==> config.mk <==
export PLATFORM = sky130hd
export DESIGN_NAME = mem_responder
export DESIGN_NICKNAME = d
export VERILOG_FILES = /design/src/rtl/mem_responder.sv
export SDC_FILE = /design/constraint.sdc
export NUM_CORES = 2
export LEC_CHECK = 0
export CAP_MARGIN = 20
export CORE_ASPECT_RATIO = 0.75
export CORE_MARGIN = 2
export CORE_UTILIZATION = 35
export DETAILED_ROUTE_END_ITERATION = 8
export SKIP_LAST_GASP = 1
export SLEW_MARGIN = 20
export SYNTH_ARGS = -nofsm -noshare
export SYNTH_HDL_FRONTEND = slang
export SYNTH_SLANG_ARGS = --single-unit
==> constraint.sdc <==
create_clock -name MEM_clk -period 4.1 [get_ports MEM_clk]
set_input_delay 0.615 -clock MEM_clk [delete_from_list [all_inputs] [get_ports MEM_clk]]
set_output_delay 0.615 -clock MEM_clk [all_outputs]
set_load 0.02 [all_outputs]
==> src/rtl/mem_responder.sv <==
// mem_responder: wait-stated 256x8 memory slave with a four-phase Req/Ack
// handshake and a write-protected top region.
//
// Parameters
//   WAIT_CYCLES : wait states inserted before each access (0..15)
//   PROT_BASE   : lowest write-protected address; PROT_BASE..8'hFF reject writes
//
// Ports
//   MEM_clk    in   system clock, rising edge
//   MEM_rst_n  in   asynchronous active-low reset
//   Req        in   transaction request (held until Ack for a full handshake)
//   RAM_rw     in   1 = write, 0 = read
//   Addr       in   [7:0] access address
//   Data_in    in   [7:0] write data
//   Data_out   out  [7:0] registered read data, held until the next read
//   Ack        out  transaction complete
//   Busy       out  transaction in progress (WAIT, ACCESS, ACK)
//   Err        out  with Ack: write rejected by protection
module mem_responder #(
  parameter int unsigned WAIT_CYCLES = 2,
  parameter logic [7:0]  PROT_BASE   = 8'hF0
) (
  input  logic       MEM_clk,
  input  logic       MEM_rst_n,
  input  logic       Req,
  input  logic       RAM_rw,
  input  logic [7:0] Addr,
  input  logic [7:0] Data_in,
  output logic [7:0] Data_out,
  output logic       Ack,
  output logic       Busy,
  output logic       Err
);

  typedef enum logic [1:0] {IDLE, WAIT, ACCESS, ACK} state_e;

  localparam logic [3:0] WAIT_INIT = 4'(WAIT_CYCLES);

  state_e      state_q, state_d;
  logic [3:0]  cnt_q, cnt_d;
  logic [7:0]  addr_q, addr_d;
  logic [7:0]  wdata_q, wdata_d;
  logic        rw_q, rw_d;
  logic [7:0]  dout_q, dout_d;
  logic        ack_q, ack_d;
  logic        err_q, err_d;
  logic        mem_we;

  // Storage has no reset: contents survive MEM_rst_n.
  logic [7:0]  mem_q [0:255];

  always_comb begin
    state_d = state_q;
    cnt_d   = cnt_q;
    addr_d  = addr_q;
    wdata_d = wdata_q;
    rw_d    = rw_q;
    dout_d  = dout_q;
    ack_d   = ack_q;
    err_d   = err_q;
    mem_we  = 1'b0;
    case (state_q)
      IDLE: begin
        // Only place a request is accepted; inputs are captured here and
        // ignored for the rest of the transaction.
        if (Req) begin
          addr_d  = Addr;
          wdata_d = Data_in;
          rw_d    = RAM_rw;
          cnt_d   = WAIT_INIT;
          state_d = WAIT;
        end
      end
      WAIT: begin
        if (cnt_q == 4'd0) state_d = ACCESS;
        else               cnt_d   = cnt_q - 4'd1;
      end
      ACCESS: begin
        state_d = ACK;
        ack_d   = 1'b1;
        err_d   = 1'b0;
        if (!rw_q)                  dout_d = mem_q[addr_q];
        else if (addr_q < PROT_BASE) mem_we = 1'b1;
        else                         err_d  = 1'b1;
      end
      ACK: begin
        // Hold Ack until the requester drops Req; if Req already fell
        // during the wait, this yields a single-cycle Ack pulse.
        if (!Req) begin
          state_d = IDLE;
          ack_d   = 1'b0;
          err_d   = 1'b0;
        end
      end
      default: state_d = IDLE;
    endcase
  end

  always_ff @(posedge MEM_clk or negedge MEM_rst_n) begin
    if (!MEM_rst_n) begin
      state_q <= IDLE;
      cnt_q   <= '0;
      addr_q  <= '0;
      wdata_q <= '0;
      rw_q    <= 1'b0;
      dout_q  <= '0;
      ack_q   <= 1'b0;
      err_q   <= 1'b0;
    end else begin
      state_q <= state_d;
      cnt_q   <= cnt_d;
      addr_q  <= addr_d;
      wdata_q <= wdata_d;
      rw_q    <= rw_d;
      dout_q  <= dout_d;
      ack_q   <= ack_d;
      err_q   <= err_d;
    end
  end

  // The write strobe is only raised from ACCESS, so a reset before that
  // edge leaves memory untouched.
  always_ff @(posedge MEM_clk) begin
    if (mem_we) mem_q[addr_q] <= wdata_q;
  end

  assign Data_out = dout_q;
  assign Ack      = ack_q;
  assign Err      = err_q;
  assign Busy     = (state_q != IDLE);

endmodule

; ---- Word-level counts from Yosys, hierarchy flattened
; Memories as Yosys holds them, arrays and structs flattened. A register that Yosys moved wholly into a read port is not among the register bits.
; Cells that the tools add are included.
[op_classes]
multipliers = 0
magnitude_cmp = 1
reduce_logical = 11
eq_ne = 7
n_mux = 17
shifts = 0
bitwise_logic = 1
n_div = 0
add_sub_neg = 1
[op_table]
columns = operator, count
row1 = $lt 8x8->1 const B, 1
row2 = $mux 1, 8
row3 = $mux 4, 2
row4 = $ne 2x2->1 const B, 4
row5 = $pmux 2 s4, 1
row6 = $pmux 4 s2, 1
row7 = $mux 2, 3
row8 = $reduce_and 2->1, 3
row9 = $reduce_and 3->1, 2
row10 = $reduce_bool 2->1, 3
row11 = $eq 2x2->1 const B, 2
row12 = $logic_not 4->1, 1
row13 = $pmux 1 s2, 2
row14 = $sub 4x1->4 const B, 1
row15 = $eq 2x1->1 const B, 1
row16 = $logic_not 2->1, 1
row17 = $logic_not 1->1, 1
row18 = $not 1->1, 1
[word_totals]
ff_bits = 25
latchBits = 0
mem_count = 1
out_inout_bits = 11
ramBits = 2048
in_bits = 20
elab_cells = 46
rom_bits = 0
[mem_list]
columns = memory, words, word_bits, rd, rd_clocked_by_memory_dff, wr, line
row1 = mem_q, 256, 8, 1, 1, 1, 50  ; logic [7:0] mem_q [0:255];

; ---- Depth between registers and ports, before layout
[depth]
depth_word = 6
ltp_mapped = 12
ltp_nobuf = 9

; ---- Worst setup path after synthesis
; Ideal clock, no wire load.
[synth_path]
kind = reg2reg
from = register wdata_q[0]
to = memory mem_q[0][0] (data pin)
arrival_time_ps = 3179
slack_ps = 118
required_ps = 3297
period_less_slack_ps = 3982
n_path_buf = 0
path_stages_with_launch = 1
setup_time_ps = 803
cell_sequence = dfrtp_1
[synth_rtl]
columns = item, line
row1 = start: declaration, 42  ; logic [7:0] wdata_q, wdata_d;
row2 = start signal: assignment, 113  ; wdata_q <= wdata_d;
row3 = end: declaration, 50
; Straight into the memory's write port.

==> results.md <==
* Post-synthesis sequential area ratio at 77.1%
* Starting DRC count in detailed routing at roughly 6,000
* Setup Slack @ Placement at ~0.29 ns
* Antenna violations before repair at 11
* Vias in the first global route at 40,796
* P&R area growth vs syn at 16.2%
* Vias/cell at 5.50
* DP Wirelength at 141,000 um
* Initial Util at a little over a third
* Syn Area/Cell at 21.1 um^2
* Max clock buf depth at 4
* CTS sink count at 2,081
* Fin worst setup slack at 0.162 ns
* Boundary pin count at 31
* Clock root cell: clkbuf_16
* CTS tree: built
* Synth top area share at ~76%
* Clock latency on the worst-skew pair at 0.86 ns
* Placed Area at 87,900 um^2
* Via count at 41,765
* Period utilisation layout at a little over nine tenths
* CTS buffer count at just under 200
* Setup CP Type: reg -> reg
* Critical Path Source Type: flip-flop
* H-tree depth at 4
* Main flop type after synthesis: edfxtp_1
* Commonest non-fill, non-tap cell in the layout: edfxtp_1
* Outcome: complete, no violations
* WL/cell at between 20 and 30 um
* Worst-Margin Slew at 1.14 ns
* Relative slew margins at 23.4%
* Logic pwr share at 31.6%
* GR met1 Demand/Resource at 27.5%
* Postcts setup bufs at 0
* Pwr dens at 718 nW/um^2
* Ys async rst share at under 10%
* Final setup fails at 0
* Top cells by area, synth: edfxtp_1 76%, mux4_2 14%, mux2i_1 1.7%
* Critical path required time at slightly below 5 ns
* Fmax at 254 MHz
* Setup Skew at roughly 0.038 ns
* Total global routing overflow at 0
* Maximum vdd ir drop at 0.000599 V
* Post-Route WL at 220,000 um
* Die area at about 230,000 um^2
* Placer congestion estimate at 0.876
* Share of total power in the clock network at 25.9%
* Ratio of cells with drive above 1 in the final layout at 27.2%
* DRC viols at 0
* Synth Warn # at 0
* Synthesized flop and latch total at 2,081
* Most frequent cells in the layout: 2,048 x edfxtp_1, 495 x mux4_2, 369 x buf_4, 291 x nor2_1, 196 x clkbuf_16
* RSZ-0062 raised after global routing: no
* Number of port buffers at 30
* Setup TNS at 0 ns
* Worst r2r dst: Data_out[7]
* Die height at 420 um
* Chip width at 559 um
* Leak at 29.9 nW
* Critical R2R Launch: addr_q[1]
* Number of distinct library cells after synthesis at 66
* Crit path DAT at 4.64 ns
* Row Count at 152
* First-pass GRT wire length at 311,000 um
* CTS clk-pin slew, worst paths at 0.07 ns
* Post-Route Utilization at 41.0%
* Cell Int Power at 44.7 mW
* Reg power frac at 42.4%
* Met3 global-route usage at 5.99%
* Reg2Reg Depth at 10
* Number of hold violations in the final report at 0
* Drt pass-1 iters at 6
* Total track usage at 18.5%
* Syn Std Cell Area at ~81,000 um^2
* Crit Path Max Fanout at 26
* Fin. max-slew vios at 0
* Met2 Usage GRT at 26.1%
* Post-synth EDFFs at between 2,000 and 2,500
* GRT busiest layer: met1
* Yosys top cell by area: edfxtp_1
* Detail Route Antenna Nets at 0
* Max Cap Viol at 0
* Nets at roughly 4,400
* Post-Syn Instances at 3,825
* Crit path time final at 3.94 ns
* Finished Cell Area at 93,900 um^2
* Hold WC Path Type: in -> async
* Psw at roughly 23 mW
* Switching Share at 33.6%
* R2R Setup Slk at 0.16 ns
* Largest net degree at the start of global routing at roughly 110
* Core ar. at 229,000 um^2
* Setup crit end kind: flip-flop
## sequential cells by signal, summed over array words and instances, names as in the netlist
name and flops:
mem_q 2048, Data_out 8, addr_q 8, wdata_q 8, cnt_q 4, state_q 2, Ack 1, Err 1
rw_q 1
## metal layers
metal,part of all wire (%),vias to the layer above
met1,43,22208
met4,2.7,12
met5,0.036,-
met2,42,2328
met3,12,357
li1,-,16860
## worst max path at each step
| stage | start | endpoint | slack (ns) | cells past startpoint |
|---|---|---|---|---|
| after floorplan | wdata_q[0] | mem_q[0][0] | 0.12 | 0 |
| after global placement | addr_q[1] | Data_out[7] | 0.22 | 10 |
| after detailed placement | addr_q[1] | Data_out[7] | 0.29 | 10 |
| after CTS | addr_q[1] | Data_out[7] | 0.26 | 10 |
| after global routing | addr_q[1] | Data_out[7] | 0.08 | 10 |
| final | addr_q[1] | Data_out[7] | 0.16 | 10 |
## critical path, cell delays in order (launching register included)
cell and delay [ns]:
dfrtp_4 0.79, buf_12 0.33, buf_12 0.18, mux4_2 0.29
mux2i_1 0.39, o22ai_1 0.16, nor2_1 0.30, nor2_1 0.14
a2111oi_0 0.73, buf_4 0.27, a41oi_1 0.12
## synthesized netlist by cell type, types with 9 or more instances
cell type / instances
edfxtp_1: 2048
nor4_1: 14
o221ai_1: 10
inv_1: 13
mux4_2: 495
a21oi_1: 26
nor2_1: 293
a31oi_1: 17
buf_1: 10
dfrtp_1: 33
mux2i_1: 135
buf_6: 9
o21ai_0: 31
mux2_2: 30
nand3_1: 43
a22oi_1: 38
buf_2: 82
clkbuf_1: 77
nor2b_1: 17
o22ai_1: 62
a32oi_1: 21
and3_1: 13
nand2_1: 136
buf_4: 46
nor3_1: 12
## layout make-up
type / count / area, um^2
clock buffers: 229 / 5030
well taps: 3080 / 3850
repair buffers: 438 / 3840
clock inverters: 114 / 962
flip-flops and latches: 2081 / 62400
fillers: 20027 / 135000
multi-input cells: 1631 / 17800
inverters: 15 / 63.8
diodes: 2 / 5.00
## cells by family after synthesis
family          Yosys count  share of synthesized area [%]
fa+ha+maj                 7                          0.108
buf+inv                 240                           1.54
simple gates            568                           3.03
other cells               1                        0.00464
mux                     660                           15.9
flops                  2081                           77.1
compound gates          268                           2.33
## stage by stage
stage	hold WS, ns	total power [mW]	cells
after floorplan	0.319	41.2	3952
after global placement	0.496	49.9	7242
after detailed placement	0.508	50.1	7243
after CTS	0.207	67.5	7587
after global routing	0.243	69.6	7588
final	0.244	67.4	7590
## power by group through the flow
| stage | Clock [mW] | Sequential (mW) | Combinational, mW |
|---|---|---|---|
| after floorplan | 0 | 30.0 | 11.2 |
| after global placement | 0 | 29.1 | 20.8 |
| after detailed placement | 0 | 29.2 | 20.9 |
| after CTS | 17.7 | 28.7 | 21.0 |
| after global routing | 18.6 | 28.7 | 22.3 |
| final | 17.5 | 28.6 | 21.3 |
## timing repair
| action | CTS | global route |
|---|---|---|
| hold endpoints to repair | 17 | 0 |
| hold buffers | 1 | 0 |
| gates resized for setup | 0 | 0 |
(Power assumes the default switching activity.)
